**config.mk**
```make
export PLATFORM = sky130hd
export DESIGN_NAME = pp_csa_accumulator
export DESIGN_NICKNAME = d
export VERILOG_FILES = /design/src/rtl/pp_csa_accumulator.sv
export SDC_FILE = /design/constraint.sdc
export NUM_CORES = 1
export LEC_CHECK = 0
export ABC_AREA = 1
export ABC_CLOCK_PERIOD_IN_PS = 6600
export CAP_MARGIN = 20
export CELL_PAD_IN_SITES_DETAIL_PLACEMENT = 0
export CELL_PAD_IN_SITES_GLOBAL_PLACEMENT = 1
export CORE_MARGIN = 1.5
export CORE_UTILIZATION = 34
export DETAILED_ROUTE_END_ITERATION = 12
export GPL_TIMING_DRIVEN = 0
export PLACE_DENSITY = 0.72
export RECOVER_POWER = 25
export SLEW_MARGIN = 20
export SYNTH_ARGS = -nofsm -noshare
export SYNTH_HDL_FRONTEND = slang
export SYNTH_SLANG_ARGS = --single-unit
```
**constraint.sdc**
```tcl
create_clock -name clk -period 6.6 [get_ports clk]
set_input_delay 1.32 -clock clk [delete_from_list [all_inputs] [get_ports clk]]
set_output_delay 1.32 -clock clk [all_outputs]
set_load 0.03 [all_outputs]
```
**src/rtl/pp_csa_accumulator.sv**
```systemverilog
// Multi-beat carry-save accumulator for SIMD partial products, resolved by one lane-isolated add.
// Operand and lane widths are assumed to be powers of two so chunk indexing reduces to shifts.
module pp_csa_accumulator #(
  parameter int OPW         = 32,
  parameter int LANE_W      = 8,
  parameter int PP_PER_BEAT = 8
) (
  input  logic                            clk,
  input  logic                            reset,
  input  logic                            in_valid,
  output logic                            in_ready,
  input  logic [1:0]                      sew,
  input  logic [PP_PER_BEAT*2*LANE_W-1:0] pp,
  input  logic                            kill,
  output logic                            out_valid,
  input  logic                            out_ready,
  output logic [2*OPW-1:0]                result,
  output logic                            sew_err
);

  localparam int RW      = 2 * OPW;
  localparam int PPW     = 2 * LANE_W;
  localparam int NCH     = OPW / LANE_W;
  localparam int NPP     = NCH * NCH;
  localparam int BEATS   = NPP / PP_PER_BEAT;
  localparam int LG_NCH  = $clog2(NCH);
  localparam int LG_LANE = $clog2(LANE_W);
  localparam int CW      = (BEATS > 1) ? $clog2(BEATS) : 1;
  localparam int KW      = $clog2(NPP) + 1;
  localparam int SW      = $clog2(RW);
  localparam int LW      = $clog2(RW) + 2;
  localparam int NOP     = PP_PER_BEAT + 2;
  localparam int NCK     = RW / 16;

  // Operand count remaining after a given number of 3:2 compression levels.
  function automatic int ops_at(input int lvl);
    int n;
    n = NOP;
    for (int l = 0; l < lvl; l++) begin
      if (n > 2) n = 2 * (n / 3) + (n % 3);
    end
    return n;
  endfunction

  function automatic int num_lvls();
    int n;
    int l;
    n = NOP;
    l = 0;
    while (n > 2) begin
      n = 2 * (n / 3) + (n % 3);
      l++;
    end
    return l;
  endfunction

  localparam int NLVL = num_lvls();

  typedef enum logic [1:0] {
    IDLE    = 2'd0,
    ACCUM   = 2'd1,
    RESOLVE = 2'd2,
    DONE    = 2'd3
  } state_t;

  state_t          state_reg;
  state_t          state_next;
  logic [CW-1:0]   cnt_reg;
  logic [RW-1:0]   sum_reg;
  logic [RW-1:0]   carry_reg;
  logic [1:0]      sew_reg;

  logic            accept;
  logic            last_beat;
  logic            flush;
  logic [1:0]      sew_eff;
  logic [LW-1:0]   ew_bits;
  logic [LW-1:0]   lane_mod;
  logic [2:0]      lane_sh;
  logic            sew_bad;
  logic [RW-1:0]   lane_start;
  logic [RW-1:0]   sum_next;
  logic [RW-1:0]   carry_next;
  logic [RW-1:0]   final_sum;
  logic [RW-1:0]   tree [NLVL+1][NOP];

  // Beat 0 is compressed in the same cycle sew is latched, so use the live value in IDLE.
  assign sew_eff   = (state_reg == IDLE) ? sew : sew_reg;
  assign ew_bits   = LW'(8) << sew_eff;
  assign lane_mod  = (LW'(16) << sew_eff) - LW'(1);
  assign lane_sh   = 3'd3 + {1'b0, sew_eff} - 3'(LG_LANE);
  assign sew_bad   = (ew_bits > LW'(OPW)) || (ew_bits < LW'(LANE_W));
  assign last_beat = (cnt_reg == CW'(BEATS - 1));
  assign accept    = in_valid && in_ready && !kill;
  assign flush     = (kill && (state_reg != DONE)) || ((state_reg == DONE) && out_ready);

  for (genvar gi = 0; gi < RW; gi++) begin : g_lane_start
    assign lane_start[gi] = ~|(LW'(gi) & lane_mod);
  end

  assign tree[0][0] = (state_reg == IDLE) ? '0 : sum_reg;
  assign tree[0][1] = (state_reg == IDLE) ? '0 : carry_reg;

  for (genvar gi = 0; gi < PP_PER_BEAT; gi++) begin : g_slot
    logic [KW-1:0] k;
    logic [KW-1:0] row;
    logic [KW-1:0] col;
    logic [KW:0]   rc;
    logic          keep;

    assign k    = KW'(cnt_reg) * KW'(PP_PER_BEAT) + KW'(gi);
    assign row  = k >> LG_NCH;
    assign col  = k & KW'(NCH - 1);
    assign rc   = {1'b0, row} + {1'b0, col};
    assign keep = !sew_bad && ((row >> lane_sh) == (col >> lane_sh));
    assign tree[0][gi+2] = keep ? (RW'(pp[gi*PPW +: PPW]) << (SW'(rc) << LG_LANE)) : '0;
  end

  // Wallace-style reduction; carries crossing into a lane's lowest bit are discarded.
  for (genvar gl = 0; gl < NLVL; gl++) begin : g_lvl
    localparam int NIN  = ops_at(gl);
    localparam int NGRP = NIN / 3;
    localparam int NOUT = ops_at(gl + 1);
    for (genvar gi = 0; gi < NOP; gi++) begin : g_op
      if (gi < 2 * NGRP) begin : g_csa
        if (gi % 2 == 0) begin : g_sum
          assign tree[gl+1][gi] = tree[gl][3*(gi/2)] ^ tree[gl][3*(gi/2)+1] ^ tree[gl][3*(gi/2)+2];
        end else begin : g_carry
          assign tree[gl+1][gi] = (((tree[gl][3*(gi/2)]   & tree[gl][3*(gi/2)+1]) |
                                    (tree[gl][3*(gi/2)]   & tree[gl][3*(gi/2)+2]) |
                                    (tree[gl][3*(gi/2)+1] & tree[gl][3*(gi/2)+2])) << 1) & ~lane_start;
        end
      end else if (gi < NOUT) begin : g_pass
        assign tree[gl+1][gi] = tree[gl][NGRP + gi];
      end else begin : g_zero
        assign tree[gl+1][gi] = '0;
      end
    end
  end

  assign sum_next   = tree[NLVL][0];
  assign carry_next = tree[NLVL][1];

  // Final add in 16-bit chunks; every lane boundary falls on a chunk boundary.
  logic [NCK-1:0] fa_c;
  for (genvar gi = 0; gi < NCK; gi++) begin : g_fa
    logic cin;
    if (gi == 0) begin : g_first
      assign cin = 1'b0;
    end else begin : g_next
      assign cin = lane_start[gi*16] ? 1'b0 : fa_c[gi-1];
    end
    if (gi == NCK - 1) begin : g_top
      assign final_sum[gi*16 +: 16] = sum_reg[gi*16 +: 16] + carry_reg[gi*16 +: 16] + 16'(cin);
      assign fa_c[gi] = 1'b0;
    end else begin : g_mid
      assign {fa_c[gi], final_sum[gi*16 +: 16]} =
        {1'b0, sum_reg[gi*16 +: 16]} + {1'b0, carry_reg[gi*16 +: 16]} + 17'(cin);
    end
  end

  always_ff @(posedge clk or posedge reset) begin
    if (reset) state_reg <= IDLE;
    else       state_reg <= state_next;
  end

  always_comb begin
    state_next = state_reg;
    in_ready   = 1'b0;
    unique case (state_reg)
      IDLE: begin
        in_ready = 1'b1;
        if (accept) state_next = last_beat ? RESOLVE : ACCUM;
      end
      ACCUM: begin
        in_ready = 1'b1;
        if (accept && last_beat) state_next = RESOLVE;
      end
      RESOLVE: state_next = DONE;
      DONE:    if (out_ready) state_next = IDLE;
      default: state_next = IDLE;
    endcase
    if (kill && (state_reg != DONE)) state_next = IDLE;
  end

  always_ff @(posedge clk or posedge reset) begin
    if (reset) begin
      cnt_reg   <= '0;
      sum_reg   <= '0;
      carry_reg <= '0;
      sew_reg   <= '0;
      result    <= '0;
      out_valid <= 1'b0;
      sew_err   <= 1'b0;
    end else begin
      if (flush) begin
        cnt_reg   <= '0;
        sum_reg   <= '0;
        carry_reg <= '0;
      end else if (accept) begin
        sum_reg   <= sum_next;
        carry_reg <= carry_next;
        cnt_reg   <= last_beat ? '0 : cnt_reg + 1'b1;
        if (state_reg == IDLE) sew_reg <= sew;
      end
      if ((state_reg == RESOLVE) && !kill) begin
        result    <= sew_bad ? '0 : final_sum;
        out_valid <= 1'b1;
        sew_err   <= sew_bad;
      end else if ((state_reg == DONE) && out_ready) begin
        out_valid <= 1'b0;
        sew_err   <= 1'b0;
      end
    end
  end

endmodule
```
# Word level (Yosys, flattened, before mapping)
# Index checks and enable logic that the tools add are counted.
# op_classes
n_mux	32
shift	26
magnitude_cmp	2
addsub	25
n_bitwise	66
div	0
n_reduce_logical	144
mul	0
n_eq_ne	15
# op_table
cell	count
$and A63 B63 Y63	24
$xor A64 B64 Y64	16
$or A63 B63 Y63	16
$mux W64	15
$and A64 B64 Y64	8
$shl A16 B6 Y64	7
$logic_not A1 Y1	65
$not A64 Y64	1
$shl A16 B5 Y64	1
$reduce_or A3 Y1	20
$reduce_or A4 Y1	15
$add A16 B16 Y17	3
$eq A5 B5 Y1	8
$shr A2 B3 Y5	8
$shr A3 B3 Y5	7
$add A17 B1 Y17	2
$reduce_or A2 Y1	16
$reduce_or A5 Y1	6
$add A3 B2 Y3	7
$add A4 B3 Y5 const B	4
$add A16 B1 Y16	1
$add A16 B16 Y16	1
$logic_and A1 B1 Y1	14
$mux W2	6
25 further kinds	39
# word_totals
memories	0
reg_bits	199
latchBits	0
out_inout_bits	67
input_bits	135
mem_bits_rw	0
wordCells	318
rom_bits	0

# Depth between registers and ports, before layout
# Gate-level depths: netlist (run 1).
# logic_depth
depth_word	30
ltp_mapped	35
ltp_nobuf	33

# Worst setup path before layout (run 1)
# Ideal clock, no wire load.
# synth_timing
kind	input-to-reg
startpoint	input port sew[1]
endpoint	register result[60]
arrival_time_ns	5.803
setup_time_ns	0.076
path_slack_ns	0.721
n_path_buf	1
cell_stages	30
required_time_ns	6.524
cell_sequence	nand2_1 -> o21ai_4 -> nor2_1 -> buf_2 -> a21oi_1 -> fa_1 -> fa_1 -> nand2_1 -> nand2_1 -> nand2_1 -> nand2_1 -> nand2_1 -> a21oi_1 -> fa_1 -> fa_1 -> nand2_1 -> nand2_1 -> nand2_1 -> nand2_1 -> nand2_1 -> a21oi_1 -> fa_1 -> fa_1 -> nand3_1 -> nand2_1 -> nand3_1 -> nand3_1 -> nand2_1 -> nand2_1 -> o21ai_1
# synth_between
elab_chain_len	10
elab_cells_between_ends	15
classes_between	add/sub (4); order compare (2); shift (2); mux (5); reduce/logical (2)
# synth_lines
element	line_no	source
from (decl)	12	input logic [1:0] sew,
$mux W2 *	--	
$shl A5 B2 Y6	90	assign lane_mod = (LW'(16) << sew_eff) - LW'(1);
$sub A6 B2 Y6	90	
$mux W1	151	assign cin = lane_start[gi*16] ? 1'b0 : fa_c[gi-1];
$add A17 B1 Y17	158	{1'b0, sum_reg[gi*16 +: 16]} + {1'b0, carry_reg[gi*16 +: 16]} + 17'(cin);
$mux W1	151	
$add A17 B1 Y17	158	
$mux W1	151	
$add A16 B1 Y16	154	assign final_sum[gi*16 +: 16] = sum_reg[gi*16 +: 16] + carry_reg[gi*16 +: 16] + 16'(cin);
$mux W64 *	207	result <= sew_bad ? '0 : final_sum;
to (signal assigned)	207	
to (decl)	17	output logic [2*OPW-1:0] result,
# Every way passes the cells marked *; elsewhere a longest branch is shown, timed or not.
# A chain may end at the register's enable or synchronous reset.

# Worst setup path after layout (run 1)
# Same ends and word-level chain as after synthesis.

==> metrics.txt, run 1 <==
Routed Antenna Nets 0; register area share after synthesis 20.5%; I/O Pins 202; Peak VDD IR approximately 230 uV; Slew Viols, Final 85; FILL cells 7217; most frequent CP cell nand2_1; fmax roughly 160 MHz; # clock sinks 196; Worst Min Path Start result[31]; row count 96; Crit Path Max Fanout 10; Hold Path Depth 2; largest area contributor in the netlist fa_1; overflow left after global routing 0; Unique masters post-synth 37; post-synth top area share 30.3%; final hold violations 0; 1st-pass router iterations 6; first-pass GRT wire length roughly 120000 um; Critical Path End Type flip-flop; EDFF count, synth 0; CTS H-tree lvls 4; Most used DFF post-synth dfrtp_1; sequential cell area 0.00490 sq mm; Reg clk slew, reported paths around 0.080 ns; period utilisation layout 95.6%; r2r setup slk 0.74 ns; # hold bufs at CTS 0; Worst EP arrival 6.74 ns; Die ar. 0.0718 sq mm; NetSw ~0.0065 W; Switching Fraction between 50% and 60%; Layout Skew 0.0152 ns; RSZ-0062 raised after global routing false; clock share of power 9.2%; setup ws final between 0.2 and 0.3 ns; Total Routed Length 80100 um; Hold Crit Endpoint result[31]; Comb pwr share 76.2%; Post-DP HPWL 69800 um; number of synthesized register bits 196; vias after detailed routing around 20000; endpoints failing setup 0; Area Growth Syn to Fin 17.9%; Power per Cell Area around 430 mW/mm^2; crit path time final 6.31 ns; clock network latency to the later pin of the worst-skew pair 0.50 ns; initial antenna violation count 3; Clock Root Buffer clkbuf_16; Internal Pwr Total around 0.0057 W; multi-input logic area between 0.015 and 0.02 sq mm; most common cell in the netlist inv_1; DR WL/cell 18.6 um; Worst Tran Pin Value between 1.5 and 2 ns; r2r startpoint sum_reg[5]; core area 0.0691 sq mm; Async S/R FF share, synth 100%; Worst Setup Path Type primary input to flip-flop; average size of a mapped cell 7.89 sq um; share of post-route cells with drive strength above 1 3.53%; Slew headroom -19.8%; post-DR vias/cell ~4.5; final cell count without fillers 4304; Leak 14.5 nW; failing checks max-capacitance violations, max-slew violations; Inst Count DP 4272; total power draw 0.0121 W; largest net degree at the start of global routing 32; TritonCTS clock tree built; Syn Inst Count 3027; top area cells in the synthesized netlist fa_1 30%, dfrtp_1 21%, inv_1 13%; required time of the critical path 7.03 ns; sequential power share 14.6%; post-CTS setup buffers 0; Critical R2R Capture result[60]; Buffers on Ports 201; DRC violations left 0; drt initial violations 1294; clk buf depth 2; critical path's slowest cell clkdlybuf4s50_1; Setup crit start kind primary input; reg2reg path depth 32; number of global-route vias before repair 20000; Synth warnings 0; Die Y-Extent around 270 um; Chip Width 268 um; routability cong. 0.921; max cap viols 3; starting density of the core 34.6%; cts bufs inserted 17; most instantiated cells after synthesis 824 x inv_1, 623 x nand2_1, 373 x nor2_1, 362 x fa_1, 196 x dfrtp_1; Diodes inserted 0; Nets 4039; DP Worst Slack -1.04 ns; slowest stage delay, CP 0.47 ns; outcome finished with violations; Netlist Area Pre-Place 0.0239 sq mm; Hold/Removal Path Class flip-flop to flip-flop; global-route usage over all layers 23.5%
==> worst max path at each step <==
stage,startpoint,to,slack [ns],depth (start not counted)
2_1_floorplan,sew[1],result[60],0.72,30
3_3_place_gp,sew[1],result[60],-1.04,31
3_5_place_dp,sew[1],result[60],-1.04,31
4_1_cts,sew[1],result[60],0.04,31
5_1_grt,sew[1],result[60],0.06,31
6_report,sew[1],result[60],0.29,31
==> critical path, delay by kind of cell <==
| family | cells | cell delay (ns) |
|---|---|---|
| fa+ha+maj | 6 | 2.46 |
| simple gates | 18 | 1.67 |
| buf+inv | 2 | 0.66 |
| compound gates | 5 | 0.59 |
==> cell families (layout without fill, tap and decap cells) <==
family,Yosys count,count (layout),synth area share (%)
buf+inv,913,1153,15.0
flops,196,196,20.5
simple gates,1124,1124,18.8
other cells,2,108,0.0315
fa+ha+maj,544,544,39.9
compound gates,243,243,5.59
xor+xnor,5,5,0.183
==> power groups by stage <==
stage / clock, W / combinational (W) / sequential, W
6_report: 0.00111 / 0.00926 / 0.00177
3_3_place_gp: 0 / 0.00912 / 0.00179
3_5_place_dp: 0 / 0.00924 / 0.00179
4_1_cts: 0.00114 / 0.00933 / 0.00177
5_1_grt: 0.00118 / 0.0108 / 0.00181
2_1_floorplan: 0 / 0.00612 / 0.00202
==> cell type report <==
cell class,count,area share [%]
clock inverter,9,0.320
sequential,196,17.4
buffer,78,1.58
tap,931,4.14
clock buffer,23,1.77
multi-input combinational,2024,56.2
timing repair buffer,208,7.41
inverter,835,11.1
==> placed cells by master (no fill, tap or decap), types with 3 or more instances in the layout <==
cell             netlist  routed
a21oi_1               49      48
nand3_1               81      81
a22o_1                12      12
buf_4                  3       3
inv_6                  0       3
xnor2_1                4       4
nand2_1              623     623
or2_2                  5       5
inv_2                 11      11
fa_2                   0       6
buf_2                 30      29
buf_6                 13      14
o21ai_1               16      16
inv_1                824     823
clkbuf_8               0       5
o21ai_0              128     128
nor2_4                 4       5
o22ai_1               26      26
a21boi_0               6       6
dfrtp_1              196     196
conb_1                 2     108
nor2_1               373     372
nor2_2                 3       3
clkbuf_16              0      17
fa_1                 362     356
clkbuf_1              30      35
nand4_1               12      12
nand2_4                3       3
buf_12                 0       3
nand3b_1               5       5
ha_1                 182     182
and2_1                 8       8
clkdlybuf4s50_1        0     200
==> metrics by stage <==
stage	utilization (%)	setup TNS (ns)	area, sq um	hold slack [ns]
final	40.8	0	28200	0.480
after global routing	40.8	0	28200	0.507
after CTS	40.8	0	28200	0.484
after detailed placement	40.0	-11.59	27600	0.465
after global placement	39.8	-11.53	27500	0.465
after floorplan	-	0	24300	0.453
==> repair_timing <==
action | CTS | global route
setup endpoints to repair | 12 | 9
pin swaps | 0 | 0
resized for setup | 6 | 5
==> metal layers <==
metal,GRT usage [%],vias to the layer above,share of wire [%]
li1,-,9384,-
met1,33.8,9560,47
met2,35.3,580,43
met3,6.24,47,8.6
met4,5.31,2,1.6
met5,0,-,0.015
Power figures use the tool's default switching activity.
==> run 2, diff against run 1 <==
--- a/config.mk
+++ b/config.mk
@@ -12,10 +12,12 @@
 export CELL_PAD_IN_SITES_GLOBAL_PLACEMENT = 1
 export CORE_MARGIN = 1.5
 export CORE_UTILIZATION = 34
+export CTS_CLUSTER_DIAMETER = 150
 export DETAILED_ROUTE_END_ITERATION = 12
 export GPL_TIMING_DRIVEN = 0
 export PLACE_DENSITY = 0.72
 export RECOVER_POWER = 25
+export SKIP_LAST_GASP = 1
 export SLEW_MARGIN = 20
 export SYNTH_ARGS = -nofsm -noshare
 export SYNTH_HDL_FRONTEND = slang
==> results of run 2 <==
No change in the layout: final DEF, timing and power equal those of run 1.
